[src/rtl/bomb_sequencer_if.sv]
// rtl/bomb_sequencer_if.sv - Bus bundle between the top level and the bomb sequencer

interface bomb_sequencer_if;
  logic       frame_vs;
  logic [7:0] keycode;
  logic       Detonate;
  logic [9:0] playerX;
  logic [9:0] playerY;
  logic [9:0] BombX;
  logic [9:0] BombY;
  logic       Bomb_On;
  logic       Blast_On;
  logic [2:0] Blast_Radius;
  logic       Busy;
  logic [1:0] State;

  // Top level / stimulus side: drives player and key inputs, observes bomb outputs.
  modport master (
    output frame_vs, keycode, Detonate, playerX, playerY,
    input  BombX, BombY, Bomb_On, Blast_On, Blast_Radius, Busy, State
  );

  // Sequencer side.
  modport slave (
    input  frame_vs, keycode, Detonate, playerX, playerY,
    output BombX, BombY, Bomb_On, Blast_On, Blast_Radius, Busy, State
  );
endinterface

[src/rtl/bomb_sequencer.sv]
// rtl/bomb_sequencer.sv - Frame-synchronous bomb place/fuse/blast/cooldown sequencer

module bomb_sequencer #(
  parameter logic [7:0] PLACE_KEY       = 8'h2C,
  parameter int         FUSE_FRAMES     = 120,
  parameter int         BLAST_FRAMES    = 30,
  parameter int         COOLDOWN_FRAMES = 20,
  parameter int         TILE_SHIFT      = 5,
  parameter int         MAX_RADIUS      = 3
) (
  input  logic             Clk,
  input  logic             Reset,
  bomb_sequencer_if.slave  bus
);

  typedef enum logic [1:0] {
    IDLE     = 2'd0,
    ARMED    = 2'd1,
    BLAST    = 2'd2,
    COOLDOWN = 2'd3
  } state_t;

  localparam int MAX_FRAMES_FB = (FUSE_FRAMES > BLAST_FRAMES) ? FUSE_FRAMES : BLAST_FRAMES;
  localparam int MAX_FRAMES    = (MAX_FRAMES_FB > COOLDOWN_FRAMES) ? MAX_FRAMES_FB : COOLDOWN_FRAMES;
  // A single-frame configuration still needs a 1-bit counter.
  localparam int CNT_W         = ($clog2(MAX_FRAMES) < 1) ? 1 : $clog2(MAX_FRAMES);

  localparam logic [CNT_W-1:0] FUSE_LOAD     = CNT_W'(FUSE_FRAMES - 1);
  localparam logic [CNT_W-1:0] BLAST_LOAD    = CNT_W'(BLAST_FRAMES - 1);
  localparam logic [CNT_W-1:0] COOLDOWN_LOAD = CNT_W'(COOLDOWN_FRAMES - 1);

  localparam logic [10:0] TILE_HALF = 11'(1 << (TILE_SHIFT - 1));
  localparam logic [10:0] TILE_SIZE = 11'(1 << TILE_SHIFT);
  localparam logic [10:0] X_LIMIT   = 11'd640 - TILE_SIZE;
  localparam logic [10:0] Y_LIMIT   = 11'd480 - TILE_SIZE;
  localparam logic [2:0]  RAD_MAX   = 3'(MAX_RADIUS);

  // Frame-edge synchroniser and history flop.
  logic s1, s2, s3;
  logic tick;

  // Registered state and outputs.
  state_t           state_q, state_n;
  logic [CNT_W-1:0] cnt_q, cnt_n;
  logic             key_armed_q, key_armed_n;
  logic [9:0]       bomb_x_q, bomb_x_n;
  logic [9:0]       bomb_y_q, bomb_y_n;
  logic             bomb_on_q, bomb_on_n;
  logic             blast_on_q, blast_on_n;
  logic [2:0]       radius_q, radius_n;

  // Grid snap of the player position.
  logic [10:0] sum_x, sum_y;
  logic [10:0] raw_x, raw_y;
  logic [9:0]  snap_x, snap_y;
  logic        place_req;

  assign tick = s2 & ~s3;

  // Bring the asynchronous VGA_VS into the Clk domain and keep one cycle of history for edge detect.
  always_ff @(posedge Clk) begin
    if (Reset) begin
      s1 <= 1'b0;
      s2 <= 1'b0;
      s3 <= 1'b0;
    end else begin
      s1 <= bus.frame_vs;
      s2 <= s1;
      s3 <= s2;
    end
  end

  // Round to the nearest tile origin, then keep the whole tile on screen.
  always_comb begin
    sum_x  = {1'b0, bus.playerX} + TILE_HALF;
    sum_y  = {1'b0, bus.playerY} + TILE_HALF;
    raw_x  = (sum_x >> TILE_SHIFT) << TILE_SHIFT;
    raw_y  = (sum_y >> TILE_SHIFT) << TILE_SHIFT;
    snap_x = (raw_x > X_LIMIT) ? X_LIMIT[9:0] : raw_x[9:0];
    snap_y = (raw_y > Y_LIMIT) ? Y_LIMIT[9:0] : raw_y[9:0];
  end

  assign place_req = (bus.keycode == PLACE_KEY) && key_armed_q;

  // Next-state and next-output decode; nothing moves except on a frame tick.
  always_comb begin
    state_n     = state_q;
    cnt_n       = cnt_q;
    key_armed_n = key_armed_q;
    bomb_x_n    = bomb_x_q;
    bomb_y_n    = bomb_y_q;
    bomb_on_n   = bomb_on_q;
    blast_on_n  = blast_on_q;
    radius_n    = radius_q;

    if (tick) begin
      // Any frame without the place key re-arms it, whatever phase we are in.
      if (bus.keycode != PLACE_KEY) begin
        key_armed_n = 1'b1;
      end

      case (state_q)
        IDLE: begin
          if (place_req) begin
            state_n     = ARMED;
            key_armed_n = 1'b0;
            cnt_n       = FUSE_LOAD;
            bomb_x_n    = snap_x;
            bomb_y_n    = snap_y;
            bomb_on_n   = 1'b1;
          end
        end

        ARMED: begin
          // Fuse expiry and chain detonation share one entry path, so both at once act once.
          if ((cnt_q == '0) || bus.Detonate) begin
            state_n    = BLAST;
            cnt_n      = BLAST_LOAD;
            bomb_on_n  = 1'b0;
            blast_on_n = 1'b1;
            radius_n   = 3'd1;
          end else begin
            cnt_n = cnt_q - 1'b1;
          end
        end

        BLAST: begin
          if (cnt_q == '0) begin
            state_n    = COOLDOWN;
            cnt_n      = COOLDOWN_LOAD;
            blast_on_n = 1'b0;
            radius_n   = 3'd0;
          end else begin
            cnt_n    = cnt_q - 1'b1;
            radius_n = (radius_q >= RAD_MAX) ? RAD_MAX : radius_q + 3'd1;
          end
        end

        COOLDOWN: begin
          if (cnt_q == '0) begin
            state_n = IDLE;
          end else begin
            cnt_n = cnt_q - 1'b1;
          end
        end

        default: begin
          state_n = IDLE;
        end
      endcase
    end
  end

  // State, counter and output registers; reset aborts any phase at once.
  always_ff @(posedge Clk) begin
    if (Reset) begin
      state_q     <= IDLE;
      cnt_q       <= '0;
      key_armed_q <= 1'b0;
      bomb_x_q    <= '0;
      bomb_y_q    <= '0;
      bomb_on_q   <= 1'b0;
      blast_on_q  <= 1'b0;
      radius_q    <= '0;
    end else begin
      state_q     <= state_n;
      cnt_q       <= cnt_n;
      key_armed_q <= key_armed_n;
      bomb_x_q    <= bomb_x_n;
      bomb_y_q    <= bomb_y_n;
      bomb_on_q   <= bomb_on_n;
      blast_on_q  <= blast_on_n;
      radius_q    <= radius_n;
    end
  end

  assign bus.BombX        = bomb_x_q;
  assign bus.BombY        = bomb_y_q;
  assign bus.Bomb_On      = bomb_on_q;
  assign bus.Blast_On     = blast_on_q;
  assign bus.Blast_Radius = radius_q;
  assign bus.State        = state_q;
  assign bus.Busy         = (state_q != IDLE);

endmodule

[src/flat_wrapper.sv]
// flat-port wrapper written by rule: the top's interface ports become plain ports
module bomb_sequencer_flat 
#(
  parameter logic [7:0] PLACE_KEY       = 8'h2C,
  parameter int         FUSE_FRAMES     = 120,
  parameter int         BLAST_FRAMES    = 30,
  parameter int         COOLDOWN_FRAMES = 20,
  parameter int         TILE_SHIFT      = 5,
  parameter int         MAX_RADIUS      = 3
)
  (Clk, Reset, bus_frame_vs, bus_keycode, bus_Detonate, bus_playerX, bus_playerY, bus_BombX, bus_BombY, bus_Bomb_On, bus_Blast_On, bus_Blast_Radius, bus_Busy, bus_State);
  bomb_sequencer_if bus_i ();
  input  logic Clk;
  input  logic Reset;
  input wire logic [$bits(bus_i.frame_vs)-1:0] bus_frame_vs;
  input wire logic [$bits(bus_i.keycode)-1:0] bus_keycode;
  input wire logic [$bits(bus_i.Detonate)-1:0] bus_Detonate;
  input wire logic [$bits(bus_i.playerX)-1:0] bus_playerX;
  input wire logic [$bits(bus_i.playerY)-1:0] bus_playerY;
  output wire logic [$bits(bus_i.BombX)-1:0] bus_BombX;
  output wire logic [$bits(bus_i.BombY)-1:0] bus_BombY;
  output wire logic [$bits(bus_i.Bomb_On)-1:0] bus_Bomb_On;
  output wire logic [$bits(bus_i.Blast_On)-1:0] bus_Blast_On;
  output wire logic [$bits(bus_i.Blast_Radius)-1:0] bus_Blast_Radius;
  output wire logic [$bits(bus_i.Busy)-1:0] bus_Busy;
  output wire logic [$bits(bus_i.State)-1:0] bus_State;
  assign bus_i.frame_vs = bus_frame_vs;
  assign bus_i.keycode = bus_keycode;
  assign bus_i.Detonate = bus_Detonate;
  assign bus_i.playerX = bus_playerX;
  assign bus_i.playerY = bus_playerY;
  assign bus_BombX = bus_i.BombX;
  assign bus_BombY = bus_i.BombY;
  assign bus_Bomb_On = bus_i.Bomb_On;
  assign bus_Blast_On = bus_i.Blast_On;
  assign bus_Blast_Radius = bus_i.Blast_Radius;
  assign bus_Busy = bus_i.Busy;
  assign bus_State = bus_i.State;
  bomb_sequencer #(.PLACE_KEY(PLACE_KEY), .FUSE_FRAMES(FUSE_FRAMES), .BLAST_FRAMES(BLAST_FRAMES), .COOLDOWN_FRAMES(COOLDOWN_FRAMES), .TILE_SHIFT(TILE_SHIFT), .MAX_RADIUS(MAX_RADIUS)) u_core (.Clk(Clk), .Reset(Reset), .bus(bus_i));
endmodule
[config.mk]
export PLATFORM = sky130hd
export DESIGN_NAME = bomb_sequencer_flat
export DESIGN_NICKNAME = d
export VERILOG_FILES = /design/src/rtl/bomb_sequencer_if.sv /design/src/rtl/bomb_sequencer.sv /design/src/flat_wrapper.sv
export SDC_FILE = /design/constraint.sdc
export NUM_CORES = 1
export LEC_CHECK = 0
export ABC_AREA = 1
export ABC_CLOCK_PERIOD_IN_PS = 1350
export CORE_MARGIN = 8
export CORE_UTILIZATION = 42
export CTS_CLUSTER_DIAMETER = 50
export DETAILED_ROUTE_END_ITERATION = 8
export PLACE_DENSITY = 0.82
export SLEW_MARGIN = 20
export SYNTH_ARGS = -nofsm -noshare
export SYNTH_HDL_FRONTEND = slang
export SYNTH_SLANG_ARGS = --single-unit
export TNS_END_PERCENT = 1
[constraint.sdc]
create_clock -name Clk -period 1.35 [get_ports Clk]
set_input_delay 0.2025 -clock Clk [delete_from_list [all_inputs] [get_ports Clk]]
set_output_delay 0.2025 -clock Clk [all_outputs]
set_load 0.02 [all_outputs]
==> flow_metrics.tcl, run 1 <==
set metrics [dict create \
    status "finished with violations" \
    violations "negative setup slack" \
    switching_power_w 0.000393 \
    netlist_top_cells_count "nand2_1 (65), nor2_1 (51), inv_1 (40)" \
    endpoint "u_core.bus.Blast_On$_SDFFE_PP0P_" \
    synth.most_common_cell "nand2_1" \
    endpoint_kind "flop" \
    period_needed_ns 1.49 \
    syn_area_per_cell_um2 6.47 \
    yosys-top-cells-area "dfxtp_1 (30%), nand2_1 (13%), nor2_1 (10%), inv_1 (8.1%), ha_1 (6.8%)" \
    maxCapViolCount 0 \
    cts_max_path_buffers 2 \
    netlist_area_um2 1850 \
    max-vdd-ir-drop_mv 0.461 \
    r2r-end "u_core.bus.Blast_On$_SDFFE_PP0P_" \
    synthToLayoutAreaGrowth_pct 47.0 \
    synth_warnings 0 \
    place_ws_ns -0.374 \
    crit_fanout 6 \
    finalSetupViolCount 14 \
    r2r_start "u_core.cnt_q[1]$_SDFFE_PP0P_" \
    numCtsBuffers 3 \
    synth_cells 286 \
    synth-seq-cells 28 \
    drv_slew 0 \
    required_ns 1.57 \
    synth.distinct_cells 23 \
    hold_slack_ns 0.410 \
    pin_count 60 \
    internal-power_w 0.00126 \
    rows 24 \
    final_antenna_net_count 0 \
    critical_path_arrival_ns 1.71 \
    fp.dieH_um 82.4 \
    synth-edff-count 0 \
    insertion_delay_ns 0.28 \
    drc 0 \
    n_antenna_cell 0 \
    first_global_vias 1993 \
    track_usage 0.144 \
    drive_above_1_share 0.228 \
    initial_utilization 0.431 \
    dp_hpwl_um 3820 \
    synthArstFlopShare 0 \
    yosysTopAreaCellShare 0.303 \
    finalCritPeriodShare 1.10 \
    worstMarginPinSlew_ns 0.505 \
    clkPwrFrac 0.365 \
    r2r_slack_ns -0.14 \
    firstDrtPassIters 4 \
    static-leakage-power_nw 1.42 \
    worst_setup_path_start_kind "flop" \
    p_per_area_nw_per_um2 607 \
    portBuffers 41 \
    max_freq_mhz 673 \
    vias_per_cell 4.78 \
    worstSetupPathType "reg -> reg" \
    routed_wl_um 4750 \
    cts-root-buf "clkbuf_8" \
    setup_slack_ns -0.137 \
    rsz0062_at_grt "yes" \
    grt_overflow 0 \
    dieWidth_um 82.4 \
    path_clk_slew_ns 0.10 \
    synth_top_area_cell "dfxtp_1" \
    num_vias 1989 \
    cts_tree "done" \
    yosysSeqAreaShare 0.303 \
    crit_start "u_core.cnt_q[1]$_SDFFE_PP0P_" \
    hp-class "reg -> reg" \
    layout.nets 407 \
    worst_slew_margin_rel 0.663 \
    hold_viol_final 0 \
    n_fill_cell 379 \
    seq_power_share 0.502 \
    switching_share 0.238 \
    synthFlopType "dfxtp_1" \
    drt-initial-drc-count 106 \
    hold_depth 2 \
    htree_levels 1 \
    grt_max_degree 18 \
    gp_congestion 0.867 \
    die-area_um2 6780 \
    grt_pass1_wl_um 8050 \
    pwr-share-comb 0.133 \
    cts_sinks 28 \
    grt_antenna_before_repair 0 \
    core_area_um2 4290 \
    wl_per_cell_um 11.4 \
    reg2reg_depth 9 \
    ctsHoldBuffers 0 \
    fin_skew_ns 0.00115 \
]
==> worst min path at each step <==
stage                                       to  slack [ns]            startpoint
6_report                  u_core.s2$_SDFF_PP0_        0.41  u_core.s1$_SDFF_PP0_
5_1_grt                   u_core.s2$_SDFF_PP0_        0.43  u_core.s1$_SDFF_PP0_
4_1_cts                   u_core.s2$_SDFF_PP0_        0.41  u_core.s1$_SDFF_PP0_
3_5_place_dp              u_core.s2$_SDFF_PP0_        0.40  u_core.s1$_SDFF_PP0_
3_3_place_gp              u_core.s2$_SDFF_PP0_        0.39  u_core.s1$_SDFF_PP0_
2_1_floorplan  u_core.key_armed_q$_SDFFE_PP0P_        0.27                 Reset
==> power by group through the flow <==
| stage | Combinational [W] | Clock (W) | Sequential [W] |
|---|---|---|---|
| after floorplan | 0.000118 | 0 | 0.000848 |
| after global placement | 0.000211 | 0 | 0.000848 |
| after detailed placement | 0.000215 | 0 | 0.000848 |
| after CTS | 0.000216 | 0.000604 | 0.000829 |
| after global routing | 0.000243 | 0.000637 | 0.000830 |
| final | 0.000219 | 0.000602 | 0.000829 |
==> cell type report <==
cell class | count | area [um2] | share of cell area
inverter | 41 | 159 | 0.0584
multi-input combinational | 214 | 1200 | 0.441
timing repair buffer | 77 | 658 | 0.242
clock buffer | 4 | 66.3 | 0.0244
sequential | 28 | 571 | 0.210
tap | 52 | 65.1 | 0.0239
==> cell families (layout without fill, tap and decap cells) <==
| group | Yosys count | in the layout | share of synthesized area |
|---|---|---|---|
| compound gates | 29 | 29 | 0.0785 |
| flops | 28 | 28 | 0.303 |
| xor+xnor | 9 | 9 | 0.0426 |
| other cells | 1 | 10 | 0.00203 |
| buf+inv | 53 | 122 | 0.128 |
| simple gates | 156 | 156 | 0.378 |
| fa+ha+maj | 10 | 10 | 0.0677 |
==> flip-flops by register name (all words and copies together), names as in the netlist <==
signal                   count
u_core.bus.Blast_Radius      3
u_core.bus.Blast_On          1
u_core.s2                    1
u_core.bus.BombX             5
u_core.bus.State             2
u_core.cnt_q                 7
u_core.s1                    1
u_core.key_armed_q           1
u_core.bus.BombY             5
u_core.bus.Bomb_On           1
u_core.s3                    1
==> layer usage <==
layer / track usage / up-vias / wire length, um
met4: 0.0421 / 0 / 59
met1: 0.163 / 896 / 1980
met5: 0 / - / 0
li1: - / 1032 / -
met2: 0.258 / 52 / 2420
met3: 0.0368 / 9 / 297
==> worst max-delay path, stage by stage, from the launching register on <==
cell and delay [ns]:
dfxtp_1 0.33, inv_2 0.08, ha_4 0.13, inv_2 0.04, nor2_4 0.14, nand3_4 0.14, nand3_4 0.17, nand2_4 0.08
or2_0 0.20, a21oi_1 0.12
==> metrics by stage <==
step / power [W] / util / std cells / TNS, ns / area, um2
2_1_floorplan: 0.000965 / - / 295 / -0.0885 / 1920
3_3_place_gp: 0.00106 / 0.598 / 410 / -4.52 / 2570
3_5_place_dp: 0.00106 / 0.598 / 410 / -5.60 / 2570
4_1_cts: 0.00165 / 0.611 / 414 / -0.991 / 2630
5_1_grt: 0.00171 / 0.633 / 416 / -2.89 / 2720
6_report: 0.00165 / 0.633 / 416 / -1.08 / 2720
==> what timing repair did <==
action,CTS,global route
setup endpoints to repair,40,25
buffers inserted,0,2
gates cloned,0,0
pin swaps,3,8
resized for setup,27,30
==> layout by cell type (no fill, tap or decap), drive strengths merged <==
master and instances:
nand2 66, nor2 55, inv 41, buf 37, dfxtp 28, nand3 25, clkdlybuf4s50 23, dlygate4sd2 17
o21ai 17, a21oi 12, conb 10, ha 10, xor2 8, nand4 5, nor3 4, clkbuf 4
or2 1, xnor2 1
Note: power is estimated with default switching activity, not from simulation.
==> run 2, diff against run 1 <==
Settings changed: SKIP_CTS_REPAIR_TIMING set to 1, SKIP_LAST_GASP set to 1.
==> flow_metrics.tcl, run 2 (synthesized netlist as in run 1, its figures left out) <==
set metrics [dict create \
    vias_per_cell 4.80 \
    num_vias 1993 \
    worstMarginPinSlew_ns 0.507 \
    max-vdd-ir-drop_mv 0.465 \
    rsz0062_at_grt "yes" \
    clkPwrFrac 0.366 \
    portBuffers 41 \
    final_common_cell "nand2_1" \
    r2r_start "u_core.cnt_q[1]$_SDFFE_PP0P_" \
    drive_above_1_share 0.182 \
    violations "negative setup slack" \
    grt_antenna_before_repair 0 \
    grt_max_degree 18 \
    firstDrtPassIters 4 \
    dp_hpwl_um 3820 \
    pwr-share-comb 0.131 \
    cts_sinks 28 \
    insertion_delay_ns 0.28 \
    layout.nets 406 \
    post-route-util 0.619 \
    period_needed_ns 1.55 \
    reg2reg_depth 9 \
    r2r-end "u_core.bus.Blast_On$_SDFFE_PP0P_" \
    switching_power_w 0.000392 \
    rows 24 \
    switching_share 0.238 \
    gp_congestion 0.867 \
    final_cell_area_um2 2660 \
    pin_count 60 \
    grt_pass1_wl_um 7970 \
    numCtsBuffers 3 \
    max_freq_mhz 646 \
    finalCritPeriodShare 1.15 \
    crit_start "u_core.bus.Blast_Radius[1]$_SDFFE_PP0P_" \
    r2r_slack_ns -0.17 \
    synthToLayoutAreaGrowth_pct 43.8 \
    core_area_um2 4290 \
    ff_latch_area_um2 571 \
    n_antenna_cell 0 \
    endpoint_kind "primary output" \
    totalPowerFinal_w 0.00165 \
    worst_setup_path_start_kind "flop" \
    crit_fanout 3 \
    final_antenna_net_count 0 \
    worstSetupPathType "reg -> out" \
    die-area_um2 6780 \
    internal-power_w 0.00126 \
    routed_wl_um 4790 \
    cts_max_path_buffers 2 \
    cts_tree "done" \
    tns_ns -3.18 \
    worst_slew_margin_rel 0.662 \
    fp.dieH_um 82.4 \
    cts-root-buf "clkbuf_8" \
    hp-class "reg -> reg" \
    dieWidth_um 82.4 \
    drv_slew 0 \
    drc 0 \
    layout_common_cells "nand2_1 (63), nor2_1 (47), clkdlybuf4s50_1 (39)" \
    n_fill_cell 385 \
    first_global_vias 1988 \
    maxCapViolCount 0 \
    dpl_cell_area_um2 2570 \
    status "finished with violations" \
    critical_path_arrival_ns 1.34 \
    static-leakage-power_nw 1.35 \
    endpoint "bus_Blast_Radius[1]" \
    fin_skew_ns 0.00301 \
    required_ns 1.15 \
    htree_levels 1 \
    top_register "u_core.cnt_q" \
    seq_power_share 0.503 \
    grt_overflow 0 \
    p_per_area_nw_per_um2 620 \
    setup_slack_ns -0.197 \
    track_usage 0.143 \
    drt-initial-drc-count 96 \
    hold_start "u_core.s1$_SDFF_PP0_" \
    multi_input_area_um2 1120 \
    finalSetupViolCount 37 \
    path_clk_slew_ns 0.10 \
    initial_utilization 0.431 \
    largest_reg_flops 7 \
    hold_viol_final 0 \
    wl_per_cell_um 11.5 \
]
==> run 2: changes by cell type in the layout (fill, tap and decap cells not counted), moves of 3 or more <==
cell,change
clkdlybuf4s50_1,+16
dlygate4sd2_1,-17
ha_1,+3
inv_1,+4
inv_2,-3
nor2_1,+3
o21ai_0,+5
o21ai_1,-4
==> run 2: metrics by stage <==
stage               setup WS, ns  hold slack [ns]  cells
CTS                       -0.399            0.411    414
detailed placement        -0.374            0.397    410
finish                    -0.197            0.410    415
global route              -0.241            0.427    415
global placement          -0.280            0.391    410
floorplan                -0.0197            0.272    295
==> run 2: worst min-delay path by stage <==
stage                                            endpoint  slack [ns]  cells after the start
after CTS                            u_core.s2$_SDFF_PP0_        0.41                      2
after detailed placement             u_core.s2$_SDFF_PP0_        0.40                      2
final                                u_core.s2$_SDFF_PP0_        0.41                      2
after global placement               u_core.s2$_SDFF_PP0_        0.39                      2
after global routing                 u_core.s2$_SDFF_PP0_        0.43                      2
after floorplan           u_core.key_armed_q$_SDFFE_PP0P_        0.27                      1
==> run 2: metal layers <==
| metal | GRT usage | up-vias | wire length [um] |
|---|---|---|---|
| li1 | - | 1026 | - |
| met2 | 0.258 | 47 | 2410 |
| met4 | 0.0421 | 0 | 46 |
| met5 | 0 | - | 0 |
| met1 | 0.160 | 913 | 2050 |
| met3 | 0.0368 | 7 | 280 |
==> run 2: worst max-delay path, stage by stage, from the launching register on <==
cell	delay [ns]
dfxtp_1	0.35
buf_4	0.12
clkdlybuf4s50_1	0.59
==> run 2: power by group through the flow <==
stage	combinational, W	clock [W]	sequential (W)
after floorplan	0.000118	0	0.000848
after global placement	0.000211	0	0.000848
after detailed placement	0.000215	0	0.000848
after CTS	0.000216	0.000604	0.000829
after global routing	0.000240	0.000637	0.000830
final	0.000216	0.000604	0.000829
==> run 2: final cells by class <==
class                      count  area share
multi-input combinational    214       0.422
timing repair buffer          76       0.255
clock buffer                   4      0.0249
tap                           52      0.0245
sequential                    28       0.214
inverter                      41      0.0588
